<file path="config.mk">
export PLATFORM = sky130hd
export DESIGN_NAME = sub_serial
export DESIGN_NICKNAME = d
export VERILOG_FILES = /design/src/rtl/sub_serial.sv
export SDC_FILE = /design/constraint.sdc
export NUM_CORES = 1
export LEC_CHECK = 0
export ABC_CLOCK_PERIOD_IN_PS = 3580
export CORE_UTILIZATION = 40
export DETAILED_ROUTE_END_ITERATION = 10
export MAX_ROUTING_LAYER = met4
export PLACE_DENSITY_LB_ADDON = 0.3
export SYNTH_ARGS = -nofsm -noshare
export SYNTH_HDL_FRONTEND = slang
export SYNTH_SLANG_ARGS = --single-unit
</file>
<file path="constraint.sdc">
create_clock -name clk -period 3.58 [get_ports clk]
set_input_delay 1.074 -clock clk [delete_from_list [all_inputs] [get_ports clk]]
set_output_delay 1.074 -clock clk [all_outputs]
set_load 0.05 [all_outputs]
</file>
<file path="src/rtl/sub_serial.sv">
// ============================================================================
// Module  : sub_serial
// Brief   : Multi-cycle subtractor, C bits per cycle, with borrow/ovf/zero flags.
// Rev     : 1.0  initial release
// ============================================================================
`default_nettype none

module sub_serial #(
    parameter int W = 32,
    parameter int C = 8
) (
    input  logic         clk,
    input  logic         rst,
    input  logic         start,
    input  logic [W-1:0] in0,
    input  logic [W-1:0] in1,
    output logic         busy,
    output logic         done,
    output logic [W-1:0] out0,
    output logic         borrow,
    output logic         ovf,
    output logic         zero
);

    localparam int K  = W / C;
    localparam int IW = (K > 1) ? $clog2(K) : 1;
    localparam logic [IW-1:0] c_last = IW'(K - 1);

    localparam logic [1:0] c_idle = 2'd0;
    localparam logic [1:0] c_run  = 2'd1;
    localparam logic [1:0] c_done = 2'd2;

    logic [1:0]    r_state;
    logic [1:0]    w_state_nxt;
    logic [W-1:0]  r_a;
    logic [W-1:0]  r_b;
    logic          r_sa;
    logic          r_sb;
    logic          r_carry;
    logic [IW-1:0] r_idx;
    logic [C:0]    w_sum;
    logic [W-1:0]  w_res;
    logic          w_last;

    // Operands are shifted right so the active chunk always sits in bits [C-1:0].
    assign w_sum  = {1'b0, r_a[C-1:0]} + {1'b0, ~r_b[C-1:0]} + {{C{1'b0}}, r_carry};
    assign w_last = (r_idx == c_last);

    // Partial result accumulates from the top down; only committed to out0 at the end.
    generate
        if (K > 1) begin : g_multi
            logic [W-C-1:0] r_acc;
            always_ff @(posedge clk) begin
                if (rst) begin
                    r_acc <= '0;
                end else if (r_state == c_run) begin
                    r_acc <= w_res[W-1:C];
                end
            end
            assign w_res = {w_sum[C-1:0], r_acc};
        end else begin : g_single
            assign w_res = w_sum[C-1:0];
        end
    endgenerate

    always_ff @(posedge clk) begin
        if (rst) begin
            r_state <= c_idle;
        end else begin
            r_state <= w_state_nxt;
        end
    end

    always_comb begin
        w_state_nxt = r_state;
        case (r_state)
            c_idle:  if (start)  w_state_nxt = c_run;
            c_run:   if (w_last) w_state_nxt = c_done;
            c_done:  w_state_nxt = c_idle;
            default: w_state_nxt = c_idle;
        endcase
    end

    always_comb begin
        busy = (r_state != c_idle);
        done = (r_state == c_done);
    end

    always_ff @(posedge clk) begin
        if (rst) begin
            r_a     <= '0;
            r_b     <= '0;
            r_sa    <= 1'b0;
            r_sb    <= 1'b0;
            r_carry <= 1'b0;
            r_idx   <= '0;
            out0    <= '0;
            borrow  <= 1'b0;
            ovf     <= 1'b0;
            zero    <= 1'b1;
        end else if (r_state == c_idle && start) begin
            r_a     <= in0;
            r_b     <= in1;
            r_sa    <= in0[W-1];
            r_sb    <= in1[W-1];
            r_carry <= 1'b1;
            r_idx   <= '0;
        end else if (r_state == c_run) begin
            r_a     <= r_a >> C;
            r_b     <= r_b >> C;
            r_carry <= w_sum[C];
            r_idx   <= r_idx + IW'(1);
            if (w_last) begin
                out0   <= w_res;
                borrow <= ~w_sum[C];
                ovf    <= (r_sa != r_sb) && (w_res[W-1] != r_sa);
                zero   <= (w_res == '0);
            end
        end
    end

endmodule

`default_nettype wire

</file>
# Word level (Yosys, flattened, before mapping)
# Cells that the tools add are included.
[classes]
reduce_logical = 9
n_eq_ne = 7
addsub = 3
n_bitwise = 3
mux = 9
[ops]
columns = ["cell", "count"]
rows = [
  ["two-way mux 32 bit", 4],
  ["zero test 32 bit", 1],
  ["adder 8 x 8 -> 9 bit", 1],
  ["adder 9 x 1 -> 9 bit", 1],
  ["NOT 8 bit", 1],
  ["equality test 2 bit, second input constant", 2],
  ["two-way mux 2 bit", 2],
  ["!= test 2 bit, second input constant", 2],
  ["case mux 2 bit (2 select lines)", 1],
  ["nonzero test 2 bit", 2],
  ["AND reduction 3 bit", 1],
  ["adder 2 x 1 -> 2 bit, second input constant", 1],
  ["equality test 2 x 1 -> 1 bit, second input constant", 1],
  ["logical AND 1 bit", 2],
  ["zero test 2 bit", 1],
  ["two-way mux 1 bit", 2],
  ["!= test 1 bit", 2],
  ["NOT 1 bit", 2],
  ["AND reduction 2 bit", 1],
  ["OR reduction 2 bit", 1],
]
[word_totals]
output_inout_bits = 37
inputBits = 67
wordCells = 43
reg_bits = 130

# Longest topological paths before layout
# Gate-level depths: netlist (run 1).
[logic_depth]
ltp_word = 5
mapped_depth = 9
depth_no_buf = 9

# Worst setup path before layout (run 1)
# OpenSTA, ideal clock, no wires.
[synth_path]
path_kind = "reg-to-reg"
startpoint = "register r_a[0]"
endpoint = "register zero"
n_path_buf = 0
setup_slack_ps = 1017
setup_time_ps = 67
arrival_time_ps = 2496
stages_incl_launch_ff = 10
cell_sequence = "dfxtp_1 -> inv_1 -> fa_1 -> inv_1 -> fa_1 -> nor4_1 -> nand4_1 -> or3_1 -> or4_1 -> o21ai_2"
[synth_via]
elab_chain_len = 3
[synth_rtl]
columns = ["item", "line", "source"]
rows = [
  ["start: declaration", "35", "logic [W-1:0] r_a;"],
  ["start signal: assignment", "102", "r_a <= in0;"],
  ["start signal: assignment", "109", "r_a <= r_a >> C;"],
  ["adder 8 x 8 -> 9 bit", "46", "assign w_sum = {1'b0, r_a[C-1:0]} + {1'b0, ~r_b[C-1:0]} + {{C{1'b0}}, r_carry};"],
  ["adder 9 x 1 -> 9 bit", "46", ""],
  ["net w_sum[1]", "41", "logic [C:0] w_sum;"],
  ["zero test 32 bit", "117", "zero <= (w_res == '0);"],
  ["end signal: assignment", "117", ""],
  ["end: declaration", "22", "output logic zero"],
]
# The timed path passes the listed nets, and every way through them passes these cells.
# A chain may end at the register's enable or synchronous reset.

# Final worst setup path (run 1)
[layout_path]
startpoint = "register r_state[1]"
endpoint = "output busy"
[layout_via]
elab_chain_len = 1
[layout_rtl]
columns = ["item", "line", "source"]
rows = [
  ["start: declaration", "33", "logic [1:0] r_state;"],
  ["start signal: assignment", "68", "r_state <= c_idle;"],
  ["start signal: assignment", "70", "r_state <= w_state_nxt;"],
  ["nonzero test 2 bit", "85", "busy = (r_state != c_idle);"],
  ["end: declaration", "17", "output logic busy,"],
]
# No other way between the ends.

==> flow_summary.toml, run 1 <==
[synthesis]
synth_edf_count = 0
synth_top_area_cell = "dfxtp_1"
synth_area_mm2 = 0.00517
async_flop_share_pct = 0
syn_nets = 713
synth.distinct_cells = 41
ys_top_cells_by_area = "dfxtp_1, nand2_1, a21oi_1"
ys_seq_area_share_pct = 50.3
syn_inst = 636
synth_area_per_cell_um2 = 8.14
yosys.area.top_type_share_pct = 50.3
synth.ff_latch_count = 130
yosysWarnings = 0
synth_flop_cell = "dfxtp_1"

[die]
dieHeight_um = 116
pin_count = 104
dieArea_mm2 = 0.0134
placementRows = 41
core_region_area_mm2 = 0.0126
dieWidth_um = 116
start_util_pct = 41.0

[cts]
clk_latency_ns = 0.42
clk_pin_slew_ns = 0.05
htreeDepth = 4
cts_resized = 0
clock_path_buffers = 2
cts_tree = "built"
root_buffer = "clkbuf_16"
cts.sinks = 130
numCtsBuffers = 17
postCtsSetupBuffers = 0
postCtsHoldBufs = 0

[pwr]
p_switching_mw = 0.946
p_total_mw = 3.71
p_int_mw = 2.77
pwr-share-comb_pct = 12.1
pwr-share-clk_pct = 45.7
sw_frac_of_total_pct = 25.5
vdd_drop_max_v = 0.000319
leakage_nw = 2.41
sequentialPowerShare_pct = 42.2
p_per_area_mw_per_mm2 = 539

[layout]
fin_util_pct = 54.5
final_common_cell = "nand2_1"
final_net_count = 793
n_antenna_cell = 0
register_area_mm2 = 0.00260
multi_input_comb_area_mm2 = 0.00236
nFillCells = 1217
final_cell_mix = "nand2_1, dfxtp_1, a21oi_1"
synthToLayoutAreaGrowth_pct = 33.0
stdcell_count = 900
drive_gt1_share_pct = 6.18

[timing]
tns_ns = 0
min_period_ns = 2.98
clock.fmax_mhz = 336
worstMarginPinSlew_ns = 1.08
setup_violations = 0
max-slew-margin-rel_pct = 27.8
period_share_pct = 83.1
finalWorstSetupSlack_ns = 0.604
rsz0062_at_grt = "no"
finalHoldViolations = 0
fin_skew_ns = 0.0155
drv_slew = 0

[placed_design]
hpwl_um = 8820
pre_cts_ws_ns = 0.675
portBuffers = 103
place_inst = 869
gp_congestion = 0.870

[critical_path]
critPathCaptureType = "output port"
ff2ff_path_depth = 9
reg2reg_from = "r_a[0]"
reg2reg_slack_ns = 0.78
worstPathMaxFanout = 5
cp.arrival_ns = 1.90
r2r-end = "zero"
crit_path_start_kind = "flop"
critPathRequiredTime_ns = 2.51
criticalPathCategory = "flop to output port"

[drt]
drt-pass1-iter-count = 5
drt_wl_total_um = 13200
drc_errors = 0
wire_per_inst_um = 14.6
route.vias.total = 4752
vias_per_cell = 5.28
detail-route-antenna-nets = 0
drt-initial-drc-count = 296

[worst_hold_path]
hp-start = "r_b[17]"
hp-class = "flop to flop"
hold_depth = 2
hold-path-endpoint = "r_b[17]"

[global_route]
grt_pass1_vias = 4404
grt_pass1_wl_um = 21300
antenna_found_initial = 0
grt_max_degree = 90
grt_overflow_total = 0
grt_usage_pct = 21.3

[status]
status = "completed"

[run]
maxCapViolations = 0
## layout make-up
type / count / area share, %
sequential: 130 / 37.8
clock inverter: 12 / 1.95
clock buffer: 19 / 6.58
tap: 172 / 3.13
inverter: 13 / 0.709
timing repair buffer: 109 / 15.6
multi-input combinational: 445 / 34.2
## metrics by stage
step	area, um^2	hold slack, ns
floorplan	5170	0.436
global placement	6300	0.443
detailed placement	6300	0.447
CTS	6880	0.454
global route	6880	0.472
finish	6880	0.454
## sequential cells by signal, summed over array words and instances, names as in the netlist
name,cells
borrow,1
g_multi.r_acc,24
out0,32
ovf,1
r_a,32
r_b,32
r_carry,1
r_idx,2
r_sa,1
r_sb,1
r_state,2
zero,1
## how the worst max path moves through the flow
stage               to  cells past startpoint       start  slack [ns]
2_1_floorplan     zero                      9      r_a[0]        1.02
3_3_place_gp   r_b[12]                      5       start        0.72
6_report          busy                      3  r_state[1]        0.60
5_1_grt           busy                      3  r_state[1]        0.55
3_5_place_dp   r_b[11]                      5       start        0.68
4_1_cts           busy                      3  r_state[1]        0.56
## routing by layer
layer  part of all wire [%]  vias up  routed length (um)  global-route usage (%)
li1                       -     2364                   -                       -
met1                     45     2229                5890                    25.8
met2                     48      141                6320                    33.9
met3                    5.6       18                 730                    5.75
met4                    1.6        0                 211                    7.69
met5                      0        -                   0                       -
## logic make-up after synthesis
| family | count (synthesis) | synth area share (%) |
|---|---|---|
| AO/OA/AOI/OAI | 194 | 22.5 |
| XOR/XNOR | 4 | 0.677 |
| adder cells (fa/ha/maj) | 10 | 2.71 |
| buffers and inverters | 61 | 4.50 |
| flip-flops | 130 | 50.3 |
| multiplexers | 1 | 0.193 |
| AND/OR/NAND/NOR | 236 | 19.2 |
## Yosys cell counts, types with 3 or more instances
library cell	count
nand2_1	174
dfxtp_1	130
a21oi_1	121
a22oi_1	48
clkbuf_1	38
nand3_1	21
nor2_1	14
inv_1	13
ha_1	8
buf_1	7
nor4_1	6
nor3_1	5
a211oi_1	4
nor2b_1	4
o21ai_0	4
o31ai_1	4
xnor2_1	4
buf_2	3
## critical path: stages, from the launching register on
cell and delay (ns):
dfxtp_1 0.35, nor2_1 0.35, inv_1 0.08, clkdlybuf4s50_1 0.70
## power groups by stage
stage | clock, mW | sequential (mW) | combinational (mW)
CTS | 1.72 | 1.57 | 0.449
detailed placement | 0 | 1.60 | 0.445
global placement | 0 | 1.59 | 0.435
floorplan | 0 | 1.58 | 0.297
finish | 1.69 | 1.57 | 0.451
global route | 1.79 | 1.57 | 0.497
Note: power is estimated with default switching activity, not from simulation.
==> inputs of run 2 (changes only) <==
Settings changed: ABC_CLOCK_PERIOD_IN_PS 3580 to 2600.
Clock period 3.58 ns to 2.6 ns, I/O delays scaled along.
==> flow_summary.toml, run 2 (synthesized netlist as in run 1, its figures left out) <==
[cts]
cts.sinks = 130
root_buffer = "clkbuf_16"
clock_path_buffers = 2
clk_latency_ns = 0.41
postCtsSetupBuffers = 0
cts_tree = "built"
clk_pin_slew_ns = 0.06
numCtsBuffers = 17
htreeDepth = 4

[pwr]
p_int_mw = 3.92
leakage_nw = 2.48
sequentialPowerShare_pct = 41.2
pwr-share-comb_pct = 12.3
pwr-share-clk_pct = 46.4
vdd_drop_max_v = 0.000402
p_per_area_mw_per_mm2 = 747
sw_frac_of_total_pct = 25.1
p_switching_mw = 1.31

[die]
dieArea_mm2 = 0.0134
dieHeight_um = 116
dieWidth_um = 116
placementRows = 41
pin_count = 104
core_region_area_mm2 = 0.0126
start_util_pct = 41.0

[timing]
finalHoldViolations = 0
tns_ns = 0
min_period_ns = 2.49
rsz0062_at_grt = "yes"
max-slew-margin-rel_pct = 53.3
clock.fmax_mhz = 401
worstMarginPinSlew_ns = 0.689
period_share_pct = 95.9
fin_skew_ns = 0.00748
drv_slew = 0
fin_hold_ws_ns = 0.452
setup_violations = 0

[layout]
final_common_cell = "nand2_1"
final_net_count = 799
reg.largest.list = "out0: 32 flops, r_a: 32 flops, r_b: 32 flops"
synthToLayoutAreaGrowth_pct = 35.4
n_antenna_cell = 0
drive_gt1_share_pct = 7.89
fin_area_mm2 = 0.00701
final_cell_mix = "nand2_1, dfxtp_1, a21oi_1"

[placed_design]
hpwl_um = 8880
gp_congestion = 0.843
post_dp_cell_area_mm2 = 0.00638
portBuffers = 103

[critical_path]
crit_path_start_kind = "flop"
critPathRequiredTime_ns = 2.95
cp.arrival_ns = 2.84
critPathCaptureType = "flop"
criticalPathCategory = "flop to flop"
worstPathMaxFanout = 2

[drt]
drt_wl_total_um = 12900
drt-pass1-iter-count = 7
drt-initial-drc-count = 328
detail-route-antenna-nets = 0
route.vias.total = 4749
drc_errors = 0
wire_per_inst_um = 14.2
vias_per_cell = 5.24

[run]
maxCapViolations = 0

[global_route]
grt_overflow_total = 0
antenna_found_initial = 0
grt_max_degree = 78
grt_pass1_vias = 4444
grt_pass1_wl_um = 21100
grt_usage_pct = 20.8

[worst_hold_path]
hp-class = "flop to flop"

[status]
status = "completed"
==> run 2: cell types whose count changed in the layout (fill, tap and decap cells not counted), moves of 2 or more <==
cell | previous run | this run
inv_6 | 1 | 3
clkinvlp_4 | 5 | 3
inv_1 | 13 | 11
buf_12 | 0 | 3
inv_2 | 0 | 2
buf_4 | 7 | 10
dlygate4sd2_1 | 0 | 2
clkinv_4 | 2 | 4
clkdlybuf4s50_1 | 102 | 100
==> run 2: worst max-delay path: stages (launching register included) <==
cell     delay (ns)
dfxtp_2        0.32
inv_2          0.04
fa_2           0.39
inv_2          0.08
fa_1           0.44
nor4_2         0.22
nand4_1        0.09
or3_1          0.33
or4_4          0.42
o21ai_2        0.11
==> run 2: what timing repair did <==
action                                  in CTS  in global routing
endpoints found under the setup margin       3                  1
gates cloned                                 0                  0
gates resized for setup                      4                  4
hold buffers                                 0                  0
pin swaps                                    1                  6
==> run 2: power groups by stage <==
stage                     logic (mW)  clock network (mW)  registers [mW]
final                          0.645                2.43            2.16
after floorplan                0.409                   0            2.18
after CTS                      0.638                2.46            2.16
after detailed placement       0.633                   0            2.20
after global placement         0.619                   0            2.20
after global routing           0.713                2.56            2.17
==> run 2: layout make-up <==
| cell class | count | area, um^2 |
|---|---|---|
| clock buffer | 18 | 439 |
| clock inverter | 14 | 179 |
| fill | 1186 | 5610 |
| inverter | 13 | 48.8 |
| tap | 172 | 215 |
| timing repair buffer | 115 | 1150 |
| multi-input combinational | 445 | 2370 |
| sequential | 130 | 2600 |
==> run 2: path summary, 6_finish.rpt <==
| check | from | endpoint | slack, ns | cells after the start |
|---|---|---|---|---|
| worst max-delay path | r_carry | zero | 0.11 | 9 |
| worst min-delay path | out0[2] | out0[2] | 0.45 | 2 |
| worst max register to register | r_carry | zero | 0.11 | 9 |
| worst min register to register | out0[2] | out0[2] | 0.45 | 2 |
==> run 2: routing by layer <==
metal	up-vias	track usage (%)	part of all wire, %
met5	-	-	0
li1	2376	-	-
met4	0	6.50	1.1
met2	138	33.6	48
met3	14	5.28	5.1
met1	2221	25.5	46
==> run 2: metrics by stage <==
stage                     power (mW)  std cells  util [%]  worst slack, ns
after global placement          2.81        875      50.5          -0.0287
after detailed placement        2.83        875      50.5          -0.0852
after global routing            5.44        907      55.5          -0.0356
after floorplan                 2.58        636         -           0.0374
after CTS                       5.26        907      55.4           0.0244
final                           5.24        907      55.5            0.106
